[src/rtl/pwm_scheduler_pkg.sv]
// Shared types and constants for the PWM scheduler: FSM states, config
// address map and the channel-count ceiling.
package pwm_pkg;

    typedef enum logic [1:0] {
        IDLE,
        RUN,
        STOPPING
    } state_t;

    localparam logic [2:0] A_PERIOD = 3'd0;
    localparam logic [2:0] A_EN     = 3'd1;
    localparam logic [2:0] A_COMMIT = 3'd2;
    localparam logic [2:0] A_DUTY0  = 3'd4;

    localparam int MAX_CHANNELS = 4;

    function automatic logic [2:0] duty_addr(input int ch);
        return A_DUTY0 + 3'(ch);
    endfunction

endpackage

[src/rtl/pwm_scheduler_if.sv]
// Host configuration write port (valid/ready) of the PWM scheduler.
interface pwm_scheduler_if #(
    parameter int WIDTH = 8
) ();
    logic             cfg_valid;
    logic             cfg_ready;
    logic [2:0]       cfg_addr;
    logic [WIDTH-1:0] cfg_data;

    modport master (output cfg_valid, output cfg_addr, output cfg_data, input  cfg_ready);
    modport slave  (input  cfg_valid, input  cfg_addr, input  cfg_data, output cfg_ready);
endinterface

[src/rtl/pwm_scheduler_channel.sv]
// One PWM channel: staged/active duty pair and the counter compare.
module pwm_channel #(
    parameter int WIDTH = 8
) (
    input  logic             clk,
    input  logic             rst,
    input  logic [WIDTH-1:0] i_cnt,
    input  logic             i_busy,
    input  logic             i_en,
    input  logic             i_commit_now,
    input  logic             i_wr,
    input  logic [WIDTH-1:0] i_data,
    output logic             o_pwm
);
    logic [WIDTH-1:0] r_duty_stg;
    logic [WIDTH-1:0] r_duty_act;

    always_ff @(posedge clk) begin
        if (rst) begin
            r_duty_stg <= '0;
            r_duty_act <= '0;
        end else begin
            if (i_wr)
                r_duty_stg <= i_data;
            if (i_commit_now)
                r_duty_act <= r_duty_stg;
        end
    end

    assign o_pwm = i_busy && i_en && (i_cnt < r_duty_act);

endmodule

[src/rtl/pwm_scheduler.sv]
// Multi-channel PWM: shared period counter, start/stop FSM that always
// completes the running period, and atomic staging->active commit at wrap.
module pwm_scheduler
    import pwm_pkg::*;
#(
    parameter int CHANNELS = 4,
    parameter int WIDTH    = 8
) (
    input  logic                clk,
    input  logic                rst,
    input  logic                start,
    input  logic                stop,
    pwm_scheduler_if.slave      cfg,
    output logic [CHANNELS-1:0] pwm_out,
    output logic                period_tick,
    output logic                busy
);
    state_t              r_state, w_state_next;
    logic [WIDTH-1:0]    r_cnt, w_cnt_next;
    logic [WIDTH-1:0]    r_period_stg, r_period_act;
    logic [CHANNELS-1:0] r_en_stg, r_en_act;
    logic                r_pending, w_pending_next;
    logic                w_wr, w_commit_wr, w_wrap, w_commit_now;

    assign w_wr         = cfg.cfg_valid && cfg.cfg_ready;
    assign w_commit_wr  = w_wr && (cfg.cfg_addr == A_COMMIT);
    assign busy         = (r_state != IDLE);
    assign w_wrap       = busy && (r_cnt == r_period_act);
    assign period_tick  = w_wrap;
    assign w_commit_now = (w_commit_wr && !busy) || (w_wrap && r_pending);
    // Stalling every write while a commit waits keeps the committed set intact.
    assign cfg.cfg_ready = ~r_pending;

    always_comb begin
        w_state_next   = r_state;
        w_cnt_next     = r_cnt;
        w_pending_next = r_pending;
        case (r_state)
            IDLE: begin
                w_cnt_next = '0;
                if (start && !stop)
                    w_state_next = RUN;
            end
            RUN: begin
                w_cnt_next = w_wrap ? '0 : r_cnt + WIDTH'(1);
                if (stop)
                    w_state_next = STOPPING;
            end
            STOPPING: begin
                w_cnt_next = w_wrap ? '0 : r_cnt + WIDTH'(1);
                if (start && !stop)
                    w_state_next = RUN;
                else if (w_wrap)
                    w_state_next = IDLE;
            end
            default: begin
                w_state_next = IDLE;
                w_cnt_next   = '0;
            end
        endcase
        if (w_commit_now)
            w_pending_next = 1'b0;
        else if (w_commit_wr && busy)
            w_pending_next = 1'b1;
    end

    always_ff @(posedge clk) begin
        if (rst) begin
            r_state      <= IDLE;
            r_cnt        <= '0;
            r_pending    <= 1'b0;
            r_period_stg <= '0;
            r_period_act <= '0;
            r_en_stg     <= '0;
            r_en_act     <= '0;
        end else begin
            r_state   <= w_state_next;
            r_cnt     <= w_cnt_next;
            r_pending <= w_pending_next;
            if (w_wr && cfg.cfg_addr == A_PERIOD)
                r_period_stg <= cfg.cfg_data;
            if (w_wr && cfg.cfg_addr == A_EN)
                r_en_stg <= cfg.cfg_data[CHANNELS-1:0];
            if (w_commit_now) begin
                r_period_act <= r_period_stg;
                r_en_act     <= r_en_stg;
            end
        end
    end

    for (genvar gi = 0; gi < CHANNELS; gi++) begin : g_ch
        pwm_channel #(.WIDTH(WIDTH)) u_ch (
            .clk          (clk),
            .rst          (rst),
            .i_cnt        (r_cnt),
            .i_busy       (busy),
            .i_en         (r_en_act[gi]),
            .i_commit_now (w_commit_now),
            .i_wr         (w_wr && (cfg.cfg_addr == duty_addr(gi))),
            .i_data       (cfg.cfg_data),
            .o_pwm        (pwm_out[gi])
        );
    end

endmodule

[src/flat_wrapper.sv]
// flat-port wrapper written by rule: the top's interface ports become plain ports
module pwm_scheduler_flat import pwm_pkg::*;
#(
    parameter int CHANNELS = 4,
    parameter int WIDTH    = 8
)
  (clk, rst, start, stop, pwm_out, period_tick, busy, cfg_cfg_valid, cfg_cfg_addr, cfg_cfg_data, cfg_cfg_ready);
  pwm_scheduler_if #(.WIDTH(WIDTH)) cfg_i ();
  input  logic clk;
  input  logic rst;
  input  logic start;
  input  logic stop;
  output logic [CHANNELS-1:0] pwm_out;
  output logic period_tick;
  output logic busy;
  input wire logic [$bits(cfg_i.cfg_valid)-1:0] cfg_cfg_valid;
  input wire logic [$bits(cfg_i.cfg_addr)-1:0] cfg_cfg_addr;
  input wire logic [$bits(cfg_i.cfg_data)-1:0] cfg_cfg_data;
  output wire logic [$bits(cfg_i.cfg_ready)-1:0] cfg_cfg_ready;
  assign cfg_i.cfg_valid = cfg_cfg_valid;
  assign cfg_i.cfg_addr = cfg_cfg_addr;
  assign cfg_i.cfg_data = cfg_cfg_data;
  assign cfg_cfg_ready = cfg_i.cfg_ready;
  pwm_scheduler #(.CHANNELS(CHANNELS), .WIDTH(WIDTH)) u_core (.clk(clk), .rst(rst), .start(start), .stop(stop), .cfg(cfg_i), .pwm_out(pwm_out), .period_tick(period_tick), .busy(busy));
endmodule
[config.mk]
export PLATFORM = sky130hd
export DESIGN_NAME = pwm_scheduler_flat
export DESIGN_NICKNAME = d
export VERILOG_FILES = /design/src/rtl/pwm_scheduler_pkg.sv /design/src/rtl/pwm_scheduler_if.sv /design/src/rtl/pwm_scheduler_channel.sv /design/src/rtl/pwm_scheduler.sv /design/src/flat_wrapper.sv
export SDC_FILE = /design/constraint.sdc
export NUM_CORES = 1
export LEC_CHECK = 0
export BUFFER_PORTS_ARGS = -buffer_cell sky130_fd_sc_hd__buf_2
export CORE_ASPECT_RATIO = 1.4
export CORE_MARGIN = 2
export CORE_UTILIZATION = 61
export DETAILED_ROUTE_END_ITERATION = 7
export GPL_ROUTABILITY_DRIVEN = 0
export PLACE_DENSITY = 0.79
export SKIP_CTS_REPAIR_TIMING = 1
export SLEW_MARGIN = 20
export SYNTH_ARGS = -nofsm -noshare
export SYNTH_HDL_FRONTEND = slang
export SYNTH_SLANG_ARGS = --single-unit
[constraint.sdc]
create_clock -name clk -period 2 [get_ports clk]
set_clock_uncertainty 0.2 [all_clocks]
set_input_delay 0.1 -clock clk [delete_from_list [all_inputs] [get_ports clk]]
set_output_delay 0.1 -clock clk [all_outputs]
set_load 0.02 [all_outputs]
; Yosys cells after proc, flatten, opt, wreduce, memory -nomap -nowiden
; Cells that the tools add are included.
[op_classes]
n_reduce_logical = 31
eq_ne = 12
n_mux = 5
n_addsub = 1
n_lt_le_gt_ge = 4
n_bitwise = 2
[op_table]
columns = op, count
row1 = $lt 8x8->1, 4
row2 = $logic_and 1x1->1, 21
row3 = $eq 3x3->1 const B, 4
row4 = $add 8x1->8 const B, 1
row5 = $eq 8x8->1, 1
row6 = $mux 2, 4
row7 = $pmux 2 s3, 1
row8 = $reduce_or 2->1, 2
row9 = $eq 3x1->1 const B, 1
row10 = $eq 3x2->1 const B, 1
row11 = $logic_not 3->1, 1
row12 = $ne 3x1->1 const B, 1
row13 = $reduce_and 3->1, 1
row14 = $reduce_or 3->1, 1
row15 = $eq 2x1->1 const B, 1
row16 = $eq 2x2->1 const B, 1
row17 = $logic_not 1->1, 2
row18 = $logic_not 2->1, 1
row19 = $ne 2x1->1 const B, 1
row20 = $ne 2x2->1 const B, 1
row21 = $not 1->1, 2
row22 = $reduce_bool 2->1, 1
row23 = $logic_or 1x1->1, 1
[word_totals]
ff_bits = 99

; Logic depth before layout (Yosys ltp)
[logic_depth]
ltp_word = 6
ltp_mapped = 10
depth_no_buf = 7

; By module
; From an unflattened synthesis, not the netlist that was laid out.
[hier_totals]
cells_unflattened = 489
hier_area_um2 = 4680.7
[by_module_without_submodules]
columns = module, area_each_um2, cells_each, seq_area_each_um2, instances
row1 = pwm_channel, 750.7, 78, 320.3, 4
row2 = pwm_scheduler, 1677.9, 177, 700.7, 1

; Worst setup path after synthesis
; OpenSTA, ideal clock, no wires.
[synth_path]
kind = flip-flop to flip-flop
start = register u_core.r_state[0]
end = register u_core.g_ch[0].u_ch.r_duty_act[0]
period_less_slack_ns = 1.921
path_slack_ns = 0.079
arrival_time_ns = 1.603
path_stages_with_launch = 11
required_time_ns = 1.682
cell_sequence = dfxtp_1 > inv_1 > ha_1 > buf_2 > nor2_1 > nand3_2 > inv_2 > a32oi_2 > buf_6 > buf_12 > mux2i_1
[synth_via]
elab_chain_cells = 4
[synth_lines]
columns = item, line
row1 = from (decl), pwm_scheduler.sv:18  ; state_t r_state, w_state_next;
row2 = from (signal assigned), pwm_scheduler.sv:77  ; r_state <= w_state_next;
row3 = $reduce_bool 2->1, pwm_scheduler.sv:27  ; assign busy = (r_state != IDLE);
row4 = $logic_and 1x1->1, pwm_scheduler.sv:28  ; assign w_wrap = busy && (r_cnt == r_period_act);
row5 = net period_tick, flat_wrapper.sv:14  ; output logic period_tick;
row6 = $logic_and 1x1->1, pwm_scheduler.sv:30  ; assign w_commit_now = (w_commit_wr && !busy) || (w_wrap && r_pending);
row7 = $logic_or 1x1->1, pwm_scheduler.sv:30
row8 = to (signal assigned), pwm_scheduler_channel.sv:26  ; r_duty_act <= r_duty_stg;
row9 = to (decl), pwm_scheduler_channel.sv:16  ; logic [WIDTH-1:0] r_duty_act;
; The timed path passes the listed nets, and every way through them passes these cells.
; A chain may end at the register's enable or synchronous reset.

; Final worst setup path
[layout_path]
start = register u_core.r_cnt[5]
end = output pwm_out[3]
[layout_via]
elab_chain_cells = 2
[layout_lines]
columns = item, line
row1 = from (decl), pwm_scheduler.sv:19  ; logic [WIDTH-1:0] r_cnt, w_cnt_next;
row2 = from (signal assigned), pwm_scheduler.sv:78  ; r_cnt <= w_cnt_next;
row3 = $lt 8x8->1, pwm_scheduler_channel.sv:30  ; assign o_pwm = i_busy && i_en && (i_cnt < r_duty_act);
row4 = $logic_and 1x1->1, pwm_scheduler_channel.sv:30
row5 = to (decl), flat_wrapper.sv:13  ; output logic [CHANNELS-1:0] pwm_out;
; Every way passes these cells.

==> impl_metrics.py <==
metrics = {
    "clock_tree": {
        "cts_buffer_depth": 2,
        "cts_tree": "built",
        "root_buffer": "clkbuf_8",
        "h-tree-depth": 3,
        "numCtsBuffers": 9,
        "clk_latency_ns": 0.37,
        "cts_sinks": 99,
        "path_clk_slew_ns": 0.10,
    },
    "floorplanning": {
        "die_y_um": 108,
        "design.die.area_um2": 8520,
        "start_util_pct": 62.0,
        "io_pins": 23,
        "die_w_um": 78.6,
        "coreArea_um2": 7650,
        "num_rows": 38,
    },
    "timing": {
        "worstMarginPinSlew_ns": 0.520,
        "relSlewSlack_pct": 65.2,
        "layout_setup_ws_ns": -0.252,
        "finalHoldViolations": 0,
        "rsz0062_at_grt": "yes",
        "setup_viol": 42,
        "max_freq_mhz": 444,
        "setup-tns-final_ns": -5.09,
        "maxSlewViolCount": 0,
        "fin_crit_ns": 2.25,
        "finalCritPeriodShare_pct": 113,
    },
    "placed_design": {
        "place_hpwl_mm": 7.38,
        "port_buffers": 22,
        "placed_cells": 630,
    },
    "finish": {
        "utilization_pct": 73.1,
        "nets": 612,
        "drive_gt1_share_pct": 17.7,
        "final_cell_mix": "nand2_1 (97), mux2i_1 (90), dfxtp_1 (87), nor2_1 (59), inv_1 (34)",
        "area_delta_synth_final_pct": 17.8,
        "finalNonFillerCells": 665,
        "mostFrequentLayoutCell": "nand2_1",
        "antenna_cells": 0,
    },
    "route": {
        "drt_wl_total_mm": 11.7,
        "drt-vias-per-instance": 5.60,
        "via_count": 3724,
        "antenna_left": 0,
        "dr.pass1.iters": 5,
        "wl_per_cell_um": 17.6,
        "drc_errors": 0,
        "drtIter0Drc": 276,
    },
    "grt": {
        "grt_pass1_wl_mm": 16.4,
        "use_met2_pct": 42.7,
        "use_met3_pct": 6.34,
        "grt_max_degree": 50,
        "grt_pass1_vias": 3428,
        "grt.busiest_layer": "met2",
        "globalRouteMet1Util_pct": 30.7,
        "antenna_found_initial": 0,
        "overflow": 0,
        "grt_usage_pct": 25.3,
    },
    "synthesis": {
        "yosys.area.top_type": "dfxtp_1",
        "synth_top_area_share_pct": 41.7,
        "syn_nets": 568,
        "syn_avg_cell_area_um2": 9.17,
        "seq_area_frac_synth_pct": 41.7,
        "ys_seq_elements": 99,
        "synth_cell_types": 34,
        "synth_edf_count": 0,
        "synthCells": 518,
        "synth_area_leaders": "dfxtp_1 (42%), mux2i_1 (19%), ha_1 (9.0%), nand2_1 (7.7%), nor2_1 (4.7%)",
        "synth_warnings": 0,
        "synthArstFlopShare_pct": 0,
        "synthesis.area_um2": 4750,
        "synth_ff_type": "dfxtp_1",
    },
    "power": {
        "p_leak_uw": 0.00257,
        "swShare_pct": 27.7,
        "power-per-cell-area_nw_per_um2": 764,
        "power_frac_seq_pct": 48.6,
        "p_comb_share_pct": 19.3,
        "p_switching_uw": 1190,
        "ir_drop_mv": 0.714,
        "pwr-share-clk_pct": 32.1,
        "p_int_uw": 3090,
        "p_total_uw": 4280,
    },
    "worst_hold_path": {
        "hold_depth": 4,
        "hp-class": "input pin to register",
    },
    "worst_setup_path": {
        "cp-end-kind": "primary output",
        "crit_required_ns": 1.70,
        "r2r_cells": 10,
        "startpoint_type": "register",
        "crit_fanout": 6,
        "arrival_ns": 1.95,
        "critical_path_class": "register to primary output",
    },
    "flow_run": {
        "drv_cap": 0,
    },
    "outcome": {
        "violations": "setup timing",
        "status": "finished, violations left",
    },
}
## through the flow
stage / instance area [um^2] / hold slack (ns) / setup WS, ns
2_1_floorplan: 4750 / 0.0439 / 0.0792
3_3_place_gp: 4970 / 0.197 / 0.0237
3_5_place_dp: 4970 / 0.206 / -0.0472
6_report: 5600 / 0.0166 / -0.252
4_1_cts: 5170 / -0.174 / -0.452
5_1_grt: 5600 / 0.0710 / -0.304
## critical path, cell delays in order, from the launching register on
cell,delay [ns]
dfxtp_4,0.40
ha_1,0.32
a21o_1,0.17
a31oi_1,0.18
o21ai_1,0.16
a31oi_1,0.18
buf_4,0.17
## worst paths after layout
path / start / end / slack, ns
setup reg to reg: u_core.r_cnt[5]$_SDFF_PP0_ / u_core.g_ch[1].u_ch.r_duty_act[2]$_SDFFE_PP0P_ / -0.18
hold / removal: cfg_cfg_addr[0] / u_core.r_pending$_SDFFE_PP0P_ / 0.02
hold reg to reg: u_core.r_period_stg[1]$_SDFFE_PP0P_ / u_core.r_period_act[1]$_SDFFE_PP0P_ / 0.25
setup / recovery: u_core.r_cnt[5]$_SDFF_PP0_ / pwm_out[3] / -0.25
## power groups by stage
stage               Clock (uW)  Combinational (uW)  Sequential [uW]
floorplan                    0                 470             2100
global placement             0                 665             2110
detailed placement           0                 683             2110
CTS                       1370                 686             2070
global route              1450                 881             2080
finish                    1370                 824             2080
## registers in the layout, indices dropped and copies added (netlist names)
register	flops
u_core.g_ch.u_ch.r_duty_act	32
u_core.g_ch.u_ch.r_duty_stg	32
u_core.r_cnt	8
u_core.r_period_act	8
u_core.r_period_stg	8
u_core.r_en_act	4
u_core.r_en_stg	4
u_core.r_state	2
u_core.r_pending	1
## routing by layer
layer  vias up  wire length (um)
met3        29               642
met4         0               401
met1      1778              4750
li1       1785                 -
met2       132              5900
met5         -                 0
## cells in the mapped netlist, types with 5 or more instances
cell type	number
ha_1	34
dfxtp_1	99
xor2_1	12
a21oi_1	5
nand3_1	14
clkbuf_1	15
a21o_1	8
inv_1	35
mux2i_1	90
nor2_1	60
a31oi_1	8
nand2_1	97
## kinds of logic after synthesis
group	count (synthesis)	synth area share, %
buf+inv	64	7.01
xor+xnor	14	2.58
fa+ha+maj	34	8.96
simple gates	189	16.8
mux	90	19.0
flops	99	41.7
compound gates	28	4.00
## final cells by class
type | count | area [um^2]
fillers | 540 | 2060
flip-flops and latches | 99 | 2000
clock inverters | 5 | 78.8
multi-input cells | 355 | 2560
inverters | 36 | 138
clock buffers | 9 | 124
well taps | 100 | 125
repair buffers | 61 | 567
No activity file was read; power rests on OpenSTA's default activity.
